[config.mk]
export PLATFORM = sky130hd
export DESIGN_NAME = jk_bank_arbiter
export DESIGN_NICKNAME = d
export VERILOG_FILES = /design/src/rtl/jk_bank_pkg.sv /design/src/rtl/jk_bank.sv /design/src/rtl/jk_bank_arbiter.sv
export SDC_FILE = /design/constraint.sdc
export NUM_CORES = 1
export LEC_CHECK = 0
export ABC_AREA = 1
export CAP_MARGIN = 20
export CORE_UTILIZATION = 40
export DETAILED_ROUTE_END_ITERATION = 12
export MAX_ROUTING_LAYER = met4
export PLACE_DENSITY_LB_ADDON = 0.1
export RECOVER_POWER = 100
export SYNTH_ARGS = -nofsm -noshare
export SYNTH_HDL_FRONTEND = slang
export SYNTH_SLANG_ARGS = --single-unit
[constraint.sdc]
create_clock -name clk -period 1.2 [get_ports clk]
set_input_delay 0.12 -clock clk [delete_from_list [all_inputs] [get_ports clk]]
set_output_delay 0.12 -clock clk [all_outputs]
set_load 0.05 [all_outputs]
[src/rtl/jk_bank_pkg.sv]
// Shared constants for the JK bank arbiter: {j,k} opcodes, FSM encoding, requester ids.
// Helper functions split an opcode into its j and k components.
package jk_bank_pkg;

  localparam logic [1:0] OP_HOLD = 2'b00;
  localparam logic [1:0] OP_CLR  = 2'b01;
  localparam logic [1:0] OP_SET  = 2'b10;
  localparam logic [1:0] OP_TGL  = 2'b11;

  typedef enum logic {
    ST_IDLE = 1'b0,
    ST_EXEC = 1'b1
  } state_e;

  localparam logic REQ_A = 1'b0;
  localparam logic REQ_B = 1'b1;

  function automatic logic op_j(input logic [1:0] op);
    return (op == OP_SET) || (op == OP_TGL);
  endfunction

  function automatic logic op_k(input logic [1:0] op);
    return (op == OP_CLR) || (op == OP_TGL);
  endfunction

endpackage

[src/rtl/jk_bank.sv]
// Bank of WIDTH independent JK flip-flops with synchronous active-high reset.
module jk_bank #(
  parameter int WIDTH = 8
) (
  input  logic             clk,
  input  logic             rst,
  input  logic [WIDTH-1:0] j,
  input  logic [WIDTH-1:0] k,
  output logic [WIDTH-1:0] q,
  output logic [WIDTH-1:0] q_bar
);

  // Per-bit JK characteristic: q+ = j & ~q | ~k & q.
  always_ff @(posedge clk) begin
    if (rst) q <= '0;
    else     q <= (j & ~q) | (~k & q);
  end

  assign q_bar = ~q;

endmodule

[src/rtl/jk_bank_arbiter.sv]
// Round-robin arbiter between requesters A and B; the granted command drives
// the JK bank's J/K inputs for its repeat count, then pulses done.
module jk_bank_arbiter
  import jk_bank_pkg::*;
#(
  parameter int WIDTH = 8,
  parameter int CW    = 4
) (
  input  logic             clk,
  input  logic             rst,
  input  logic             a_valid,
  output logic             a_ready,
  input  logic [1:0]       a_op,
  input  logic [WIDTH-1:0] a_mask,
  input  logic [CW-1:0]    a_cnt,
  input  logic             b_valid,
  output logic             b_ready,
  input  logic [1:0]       b_op,
  input  logic [WIDTH-1:0] b_mask,
  input  logic [CW-1:0]    b_cnt,
  output logic [WIDTH-1:0] q,
  output logic [WIDTH-1:0] q_bar,
  output logic             busy,
  output logic             done,
  output logic             grant_id
);

  localparam logic [CW-1:0] CNT_ONE = CW'(1);

  state_e           state, state_next;
  logic             rr_last;
  logic [1:0]       op_r;
  logic [WIDTH-1:0] mask_r;
  logic [CW-1:0]    rem;
  logic             pick_b;
  logic             hs;
  logic [WIDTH-1:0] j, k;
  logic [CW-1:0]    sel_cnt;

  // Handshake: a command transfers at a rising edge where valid and ready are
  // both high; ready is only offered in IDLE, to one requester, never in reset.
  always_comb begin
    pick_b     = b_valid && (!a_valid || (rr_last == REQ_A));
    a_ready    = 1'b0;
    b_ready    = 1'b0;
    j          = '0;
    k          = '0;
    state_next = state;
    case (state)
      ST_IDLE: begin
        a_ready = !rst && a_valid && !pick_b;
        b_ready = !rst && pick_b;
        if (a_ready || b_ready) state_next = ST_EXEC;
      end
      ST_EXEC: begin
        j = mask_r & {WIDTH{op_j(op_r)}};
        k = mask_r & {WIDTH{op_k(op_r)}};
        if (rem == CNT_ONE) state_next = ST_IDLE;
      end
      default: state_next = ST_IDLE;
    endcase
  end

  assign hs      = a_ready || b_ready;
  assign sel_cnt = pick_b ? b_cnt : a_cnt;
  assign busy    = (state == ST_EXEC);

  always_ff @(posedge clk) begin
    if (rst) state <= ST_IDLE;
    else     state <= state_next;
  end

  // rr_last resets to B so that A wins the first contended arbitration.
  always_ff @(posedge clk) begin
    if (rst) begin
      rr_last  <= REQ_B;
      grant_id <= REQ_A;
      op_r     <= OP_HOLD;
      mask_r   <= '0;
      rem      <= '0;
      done     <= 1'b0;
    end else begin
      done <= (state == ST_EXEC) && (rem == CNT_ONE);
      if (hs) begin
        rr_last  <= pick_b;
        grant_id <= pick_b;
        op_r     <= pick_b ? b_op   : a_op;
        mask_r   <= pick_b ? b_mask : a_mask;
        rem      <= (sel_cnt == '0) ? CNT_ONE : sel_cnt;
      end else if (state == ST_EXEC) begin
        rem <= rem - CNT_ONE;
      end
    end
  end

  jk_bank #(.WIDTH(WIDTH)) u_bank (
    .clk   (clk),
    .rst   (rst),
    .j     (j),
    .k     (k),
    .q     (q),
    .q_bar (q_bar)
  );

endmodule
# Yosys cells after proc, flatten, opt, wreduce, memory -nomap -nowiden
# Cells that the tools add are included.
word_totals:
  ff_bits: 26
  input_bits: 32
  output_inout_bits: 21
  word_cells: 50
classes:
  n_addsub: 1
  n_eq_ne: 4
  n_mux: 13
  bitwise: 9
  reduce_logical: 15
op_table:
  columns: ["cell", "n"]
  rows:
  - ["$and 8x8->8", 4]
  - ["$mux 8", 3]
  - ["$mux 4", 4]
  - ["$not 8->8", 2]
  - ["$or 8x8->8", 1]
  - ["$logic_and 1x1->1", 5]
  - ["$logic_or 1x1->1", 5]
  - ["$eq 2x2->1 const B", 2]
  - ["$eq 4x1->1 const B", 1]
  - ["$logic_not 4->1", 1]
  - ["$mux 1", 4]
  - ["$sub 4x1->4 const B", 1]
  - ["$logic_not 1->1", 3]
  - ["$eq 2x1->1 const B", 1]
  - ["$mux 2", 1]
  - ["$not 1->1", 2]
  - ["$pmux 1 s2", 1]
  - ["$reduce_bool 2->1", 1]

# Logic depth before layout (Yosys ltp)
# Gate-level depths: netlist of the first run.
depth:
  ltp_word: 8
  ltp_mapped: 10
  ltp_nobuf: 9

# Hierarchy
# A second synthesis of the first run with hierarchy kept.
unflattened:
  hier_cells: 250
  area_unflattened_um2: 1555.2
by_module_without_submodules:
  columns: ["module", "n_inst", "cells_each", "area_per_inst_um2", "seq_area_each_um2"]
  rows:
  - ["jk_bank_arbiter", 1, 201, 1241.2, 360.3]
  - ["jk_bank", 1, 49, 314.1, 160.2]

# Worst setup path after synthesis of the first run
# Ideal clock, no wire load.
synth_path:
  path_type: "register -> output"
  from: "register state, in the netlist busy"
  to: "output port a_ready"
  arrival_time_ps: 1648
  required_ps: 1080
  setup_slack_ps: -568
  path_stages_with_launch: 4
  path_buffers: 0
  path_cell_list: "dfxtp_1 -> nor2_4 -> nand2_4 -> a21oi_1"
synth_via:
  elab_chain_len: 1
synth_lines:
  columns: ["item", "line_no", "text"]
  rows:
  - ["start, declared", "jk_bank_arbiter.sv:30", "state_e state, state_next;"]
  - ["start signal, assigned", "jk_bank_arbiter.sv:70", "else state <= state_next;"]
  - ["$mux 1", "jk_bank_arbiter.sv:49", "case (state)"]
  - ["end, declared", "jk_bank_arbiter.sv:12", "output logic a_ready,"]
# Every way passes these cells.

# Worst setup path after layout of the first run
# Ends and elaborated chain as after synthesis.

==> results.yml, run 1 <==
timing:
  worst_clock_skew_ns: 0.00350
  setup_viol: 17
  min_period_over_period_pct: 121
  period_needed_ns: 1.45
  fmax_mhz: 690
  rsz0062_at_grt: "yes"
  drv_slew: 0
  relSlewSlack_pct: 82.8
  tightest_slew_ns: 0.258
  hold_violations: 0
  final.setup.worst_slack_ns: -0.249
yosys:
  async_reset_ff_share_pct: 0
  synth-adder-area-share_pct: 1.71
  postSynthAreaPerCell_um2: 6.64
  synth_top_family_by_area: "simple AND/OR/NAND/NOR gates"
  muxShareOfSynthArea_pct: 0
  synthXorXnorAreaFrac_pct: 0.600
  syn_area_mm2: 0.00146
  yosysTopAreaCell: "dfxtp_1"
  netlist_instances: 220
  synth_area_leaders: "dfxtp_1, nand2_1, nand3_1"
  syn_nets: 254
  yosys.area_share.simple_pct: 40.9
  synth.most_common_cell: "nand2_1"
  ys_top_cells_by_count: "nand2_1, nor2_1, dfxtp_1"
  yosysSeqAreaShare_pct: 35.6
  yosys_warnings: 0
  ys.flop_type: "dfxtp_1"
  synth_edf_count: 0
  synth_cell_types: 25
  synth_seq_cells: 26
  synth-compound-area-share_pct: 9.25
  netlist.area_leader.share_pct: 35.6
placement:
  place_hpwl_mm: 2.99
  dp.cells: 324
  io_buffers: 52
  placed_area_mm2: 0.00236
  place.gp.congestion: 0.845
die:
  rows: 21
  core_mm2: 0.00342
  die_width_um: 62.4
  num_io_pins: 53
  die_area_mm2: 0.00390
  initial_utilization_pct: 42.7
  chipHeight_um: 62.4
drt:
  viasPerCell: 4.78
  drt_iter0_drc: 51
  ant_nets: 0
  post_drt_wl_per_cell_um: 11.6
  first_pass_iters: 4
  drc: 0
  wl_mm: 3.89
  vias: 1605
clocking:
  numCtsBuffers: 3
  cts_hold_buffers: 0
  cts_tree: "yes"
  cts.sinks: 26
  path_clk_slew_ns: 0.15
  cts_buffer_depth: 2
  cts_root_buffer: "clkbuf_4"
  cts_max_level: 1
  clk_latency_ns: 0.33
cells_and_area:
  layout.nets: 325
  final_cells: 336
  drive_above_1_share_pct: 31.4
  diodes: 0
  fin_util_pct: 74.9
  finalInstanceArea_mm2: 0.00256
  fillers: 267
  area_growth_pct: 75.1
critical_path:
  endpoint_kind: "output pin"
  crit_fanout: 3
  r2r_cells: 10
  crit_path_start_kind: "flip-flop"
  worstSetupPathType: "reg -> out"
  critical_path_required_ns: 1.08
  cp.arrival_ns: 1.33
pwr:
  total_power_uw: 2350
  ir_drop_mv: 0.876
  leakage_uw: 0.00114
  pwr_density_cell_mw_per_mm2: 917
hold_path:
  hold_depth: 2
  hold_class: "in -> reg"
grt:
  grt_pass1_vias: 1556
  grt_max_degree: 22
  overflow: 0
  grt_usage_pct: 21.7
  antenna_found_initial: 0
  grt_pass1_wl_mm: 6.56
outcome:
  outcome: "complete, but fails checks"
  violations: "setup timing"
flow_run:
  maxCapViolCount: 0
## final timing paths
| kind | start | endpoint | slack [ns] |
|---|---|---|---|
| setup / recovery | busy$_SDFF_PP0_ | a_ready | -0.25 |
| hold / removal | rst | done$_SDFF_PP0_ | 0.43 |
| setup reg to reg | busy$_SDFF_PP0_ | rem[0]$_SDFFE_PP0P_ | -0.14 |
| hold reg to reg | mask_r[6]$_SDFFE_PP0N_ | u_bank.q[6]$_SDFF_PP0_ | 0.49 |
## worst max-delay path, stage by stage, from the launching register on
cell and delay [ns]:
dfxtp_4 0.38, nor2_4 0.15, nand2_4 0.07, buf_6 0.12, a21oi_4 0.12, buf_12 0.15
## repair_timing
| item | in CTS | in global routing |
|---|---|---|
| pin swaps | 4 | 8 |
| endpoints found under the setup margin | 3 | 26 |
| gates resized for setup | 13 | 24 |
| buffers inserted | 5 | 3 |
## area by class of cell
type                            instances  area [µm²]  area share [%]
Timing Repair Buffer                   74         947            37.0
Multi-Input combinational cell        160         825            32.2
Sequential cell                        26         548            21.4
Inverter                               26         133            5.19
Tap cell                               46        57.6            2.25
Clock buffer                            4        47.5            1.86
## logic make-up after synthesis
group	Yosys count
AOI/OAI and AO/OA	27
xor gates and xnor gates	1
adders and majority gates	2
buffers and inverters	34
DFF	26
and+or+nand+nor	130
## through the flow
stage | setup TNS, ns | hold slack (ns) | worst slack, ns
after detailed placement | -5.29 | 0.467 | -0.333
final | -1.76 | 0.429 | -0.249
after floorplan | 0 | 0.197 | 0.0341
after global placement | -4.75 | 0.464 | -0.291
after global routing | -2.99 | 0.431 | -0.314
after CTS | -0.647 | 0.432 | -0.256
## report_power, final
group	switching, µW	total [µW]	internal, µW
Clock	274	529	255
Combinational	417	827	410
Sequential	59.1	990	931
Total	750	2350	1600
## registers in the layout, summed over array words and instances (netlist names)
signal	cells
mask_r	8
done	1
op_r	2
rr_last	1
grant_id	1
rem	4
u_bank.q	8
busy	1
## layout by cell type (no fill, tap or decap), types with 2 or more instances in the layout
master            n
ha_1              2
nand3b_1          2
dfxtp_2           4
buf_4            13
nand4_1           2
clkinvlp_4        8
o21ai_0           7
nand2_8           2
nand3_1          23
a21oi_1           8
buf_6             7
nand2_4           2
buf_12           23
inv_4             2
nor2_1           20
nor2_2            7
nand2_2           6
inv_1            15
dfxtp_1          16
o21ai_1          10
nand2_1          61
clkbuf_4          3
dfxtp_4           6
clkdlybuf4s50_1  31
## metal layers
layer  GRT usage [%]  vias to the layer above  part of all wire (%)
li1                -                      838                     -
met1            20.1                      735                    38
met2            43.3                       26                    57
met3            3.83                        6                   2.8
met4            7.85                        0                   1.7
met5               -                        -                     0
Note: power is estimated with default switching activity, not from simulation.
==> run 2: changes to the inputs <==
--- a/config.mk
+++ b/config.mk
@@ -7,7 +7,8 @@
 export LEC_CHECK = 0
 export ABC_AREA = 1
 export CAP_MARGIN = 20
-export CORE_UTILIZATION = 40
+export CORE_UTILIZATION = 41
+export CTS_BUF_LIST = sky130_fd_sc_hd__clkbuf_8
 export DETAILED_ROUTE_END_ITERATION = 12
 export MAX_ROUTING_LAYER = met4
 export PLACE_DENSITY_LB_ADDON = 0.1
==> results.yml, run 2 (same netlist as run 1, synthesis figures left out) <==
outcome:
  outcome: "complete, but fails checks"
  violations: "setup timing"
critical_path:
  endpoint_kind: "output pin"
  critical_path_required_ns: 1.08
  crit_path_start_kind: "flip-flop"
  crit_fanout: 3
  cp.arrival_ns: 1.26
  worstSetupPathType: "reg -> out"
timing:
  final.setup.worst_slack_ns: -0.183
  worst_clock_skew_ns: 0.00196
  rsz0062_at_grt: "yes"
  hold_violations: 0
  drv_slew: 0
  period_needed_ns: 1.38
  relSlewSlack_pct: 81.1
  tns_ns: -0.904
  timing.hold.ws_ns: 0.286
  min_period_over_period_pct: 115
  tightest_slew_ns: 0.284
  fmax_mhz: 723
  setup_viol: 11
pwr:
  total_power_uw: 2540
  switching_share_pct: 30.1
  leakage_uw: 0.00113
  switchingPower_uw: 763
  ir_drop_mv: 1.14
  pwr_density_cell_mw_per_mm2: 1010
  p_clk_share_pct: 28.7
  share_seq_of_total_power_pct: 39.4
  internal-power_uw: 1780
  power_frac_comb_pct: 31.9
cells_and_area:
  fin_util_pct: 74.4
  drive_above_1_share_pct: 27.5
  reg.largest.list: "mask_r (8), u_bank.q (8), rem (4)"
  layout.nets: 326
  area_growth_pct: 71.5
  final_common_cell: "nand2_1"
  diodes: 0
  layout_common_cells: "nand2_1, clkdlybuf4s50_1, nand3_1, nor2_1, dfxtp_1"
drt:
  viasPerCell: 4.93
  ant_nets: 0
  drt_iter0_drc: 53
  drc: 0
  wl_mm: 3.95
  first_pass_iters: 4
  post_drt_wl_per_cell_um: 11.7
  vias: 1662
clocking:
  path_clk_slew_ns: 0.09
  cts_root_buffer: "clkbuf_8"
  cts.sinks: 26
  numCtsBuffers: 3
  cts_buffer_depth: 2
  cts_tree: "yes"
  clk_latency_ns: 0.27
  cts_hold_buffers: 0
  cts_max_level: 1
die:
  die_width_um: 61.7
  chipHeight_um: 61.7
  die_area_mm2: 0.00380
  rows: 21
  num_io_pins: 53
  core_mm2: 0.00336
  initial_utilization_pct: 43.4
grt:
  antenna_found_initial: 0
  grt_pass1_wl_mm: 6.44
  grt_max_degree: 20
  grt_usage_pct: 23.3
  overflow: 0
  grt_pass1_vias: 1576
placement:
  place_hpwl_mm: 2.92
  io_buffers: 52
  place.gp.congestion: 0.861
hold_path:
  hold_class: "in -> reg"
flow_run:
  maxCapViolCount: 0
[run 2: changes by cell type in the layout (fill, tap and decap cells not counted), sizes merged]
cell and change:
dlygate4sd2 +1, bufinv +1, clkdlybuf4s50 -1, clkbuf +2
buf -2
[run 2: layout make-up]
class / instances / area, µm²
Tap cell: 46 / 57.6
Inverter: 26 / 133
Timing Repair Buffer: 75 / 905
Sequential cell: 26 / 527
Fill cell: 283 / 860
Multi-Input combinational cell: 160 / 811
Clock inverter: 1 / 30.0
Clock buffer: 3 / 41.3
[run 2: path summary, 6_finish.rpt]
kind	startpoint	endpoint	slack, ns	depth (start not counted)
worst max-delay path	busy$_SDFF_PP0_	a_ready	-0.18	5
worst min-delay path	rst	done$_SDFF_PP0_	0.29	2
worst max register to register	busy$_SDFF_PP0_	mask_r[5]$_SDFFE_PP0N_	-0.10	8
worst min register to register	grant_id$_SDFFE_PP0N_	grant_id$_SDFFE_PP0N_	0.47	2
[run 2: per-layer routing]
layer  GRT usage (%)  up-vias  share of wire, %
met2            44.2       52                56
met5               -        -                 0
li1                -      839                 -
met3            5.04       18               3.6
met4            9.84        0               3.0
met1            22.5      753                37
[run 2: power groups by stage]
stage                     Clock, µW  Sequential, µW  Combinational (µW)
after detailed placement          0            1020                 735
after floorplan                   0            1050                 388
after global placement            0            1020                 729
final                           728            1000                 809
after CTS                       733            1000                 772
after global routing            766            1010                 882
[run 2: critical path, stage by stage (launching register included)]
cell and delay (ns):
dfxtp_4 0.36, nor2_4 0.16, nand2_4 0.07, buf_6 0.12
a21oi_4 0.13, buf_12 0.15
[run 2: timing repair]
item	CTS	global route
resized for setup	8	19
buffers inserted	5	2
setup endpoints to repair	3	18
pin swaps	3	5
gates cloned	0	0
[run 2: stage by stage]
stage / setup WS, ns / cells / instance area (µm²)
floorplan: 0.0341 / 220 / 1520
global placement: -0.254 / 326 / 2360
detailed placement: -0.265 / 326 / 2360
CTS: -0.194 / 335 / 2490
global route: -0.223 / 337 / 2500
finish: -0.183 / 337 / 2500
==> run 3: changes to the inputs <==
--- a/config.mk
+++ b/config.mk
@@ -6,12 +6,13 @@
 export NUM_CORES = 1
 export LEC_CHECK = 0
 export ABC_AREA = 1
+export ABC_CLOCK_PERIOD_IN_PS = 1200
 export CAP_MARGIN = 20
 export CORE_UTILIZATION = 41
 export CTS_BUF_LIST = sky130_fd_sc_hd__clkbuf_8
 export DETAILED_ROUTE_END_ITERATION = 12
 export MAX_ROUTING_LAYER = met4
-export PLACE_DENSITY_LB_ADDON = 0.1
+export PLACE_DENSITY = 0.77
 export RECOVER_POWER = 100
 export SYNTH_ARGS = -nofsm -noshare
 export SYNTH_HDL_FRONTEND = slang
==> constraint.sdc (replaced) <==
create_clock -name clk -period 1.2 [get_ports clk]
set_input_delay 0.24 -clock clk [delete_from_list [all_inputs] [get_ports clk]]
set_output_delay 0.24 -clock clk [all_outputs]
set_load 0.05 [all_outputs]
==> results.yml, run 3 (same netlist as run 1, synthesis figures left out) <==
cells_and_area:
  diodes: 0
  layout_common_cells: "nand2_1, clkdlybuf4s50_1, buf_12, nand3_1, dfxtp_1"
  reg.largest.list: "mask_r (8), u_bank.q (8), rem (4)"
  final_cells: 340
  final_common_cell: "nand2_1"
  layout.nets: 329
  area_growth_pct: 81.2
  drive_above_1_share_pct: 31.0
clocking:
  path_clk_slew_ns: 0.09
  cts.sinks: 26
  numCtsBuffers: 3
  cts_max_level: 1
  clk_latency_ns: 0.27
  cts_buffer_depth: 2
  cts_tree: "yes"
  cts_root_buffer: "clkbuf_8"
drt:
  dr_wl_met3_um: 346
  wl_met1_mm: 1.73
  drt_iter0_drc: 126
  drc: 0
  vias: 1699
  wl_mm: 4.63
  post_drt_wl_per_cell_um: 13.6
  viasPerCell: 5.00
  first_pass_iters: 4
  wl_met2_mm: 2.48
  ant_nets: 0
  top_layer: "met4"
pwr:
  leakage_uw: 0.00116
  ir_drop_mv: 1.32
  pwr_density_cell_mw_per_mm2: 992
placement:
  place.gp.congestion: 0.877
  io_buffers: 52
  pre_cts_slack_ns: -0.400
  dp.cells: 327
  place_hpwl_mm: 3.02
critical_path:
  critical_path_required_ns: 0.96
  crit_path_start_kind: "flip-flop"
  r2r_end: "rem[1]$_SDFFE_PP0P_"
  endpoint_kind: "output pin"
  worstSetupPathType: "reg -> out"
  rr_startpoint: "busy$_SDFF_PP0_"
  r2r_cells: 9
  cp.arrival_ns: 1.15
  crit_fanout: 3
  rrSetupSlack_ns: -0.16
die:
  rows: 21
  die_width_um: 61.7
  initial_utilization_pct: 43.4
  die_area_mm2: 0.00380
  chipHeight_um: 61.7
  num_io_pins: 53
  core_mm2: 0.00336
grt:
  antenna_found_initial: 0
  grt_pass1_vias: 1554
  grt_max_degree: 16
  overflow: 0
  grt_usage_pct: 25.2
  grt_pass1_wl_mm: 6.79
timing:
  rsz0062_at_grt: "yes"
  hold_violations: 0
  setup_viol: 24
  drv_slew: 0
  min_period_over_period_pct: 116
  tightest_slew_ns: 0.281
  period_needed_ns: 1.39
  final.setup.worst_slack_ns: -0.187
  worst_clock_skew_ns: 0.00432
  relSlewSlack_pct: 81.2
  fmax_mhz: 721
hold_path:
  hold_path_end: "done$_SDFF_PP0_"
  hold_class: "in -> reg"
  hold_start: "rst"
  hold_depth: 2
flow_run:
  maxCapViolCount: 0
outcome:
  outcome: "complete, but fails checks"
  violations: "setup timing"
## run 3: layout make-up
cell class,count,area (µm²)
Timing Repair Buffer,76,961
Multi-Input combinational cell,162,882
Fill cell,228,717
Sequential cell,26,536
Inverter,26,139
Tap cell,46,57.6
Clock buffer,3,41.3
Clock inverter,1,30.0
## run 3: worst max-delay path by stage
stage	start	end	slack (ns)	cells past startpoint
floorplan	rr_last$_SDFFE_PP1N_	a_ready	-0.04	4
global placement	b_valid	rem[0]$_SDFFE_PP0P_	-0.38	8
detailed placement	rst	mask_r[2]$_SDFFE_PP0N_	-0.40	7
CTS	busy$_SDFF_PP0_	a_ready	-0.22	4
global route	busy$_SDFF_PP0_	a_ready	-0.25	4
finish	busy$_SDFF_PP0_	a_ready	-0.19	4
## run 3: through the flow
stage	cell area, µm²	hold WS, ns	total power [µW]	utilization, %	setup TNS, ns
after floorplan	1520	0.317	1440	-	-0.0372
after global placement	2400	0.459	1760	71.2	-7.17
after detailed placement	2400	0.459	1780	71.2	-8.02
after CTS	2590	0.365	2570	77.0	-0.754
after global routing	2650	0.374	2750	78.7	-3.94
final	2650	0.368	2630	78.7	-2.31
## run 3: repair_timing
item | 4_1_cts | 5_1_grt
setup buffers | 4 | 3
resized for setup | 22 | 32
setup endpoints to repair | 20 | 28
pin swaps | 9 | 14
gates cloned | 2 | 1
hold buffers | 0 | 0
## run 3: critical path, stage by stage, from the launching register on
cell     delay (ns)
dfxtp_4        0.36
nor2_4         0.15
nand2_4        0.07
a21oi_4        0.14
buf_12         0.15
## run 3: layer usage
layer | GRT usage [%] | vias to the layer above
met4 | 5.40 | 0
li1 | - | 848
met1 | 27.3 | 759
met3 | 5.04 | 8
met2 | 47.0 | 84
met5 | - | -
## run 3: report_power, final
part,internal [µW],switching (µW)
combinational,429,473
clock,446,283
sequential,934,61.2
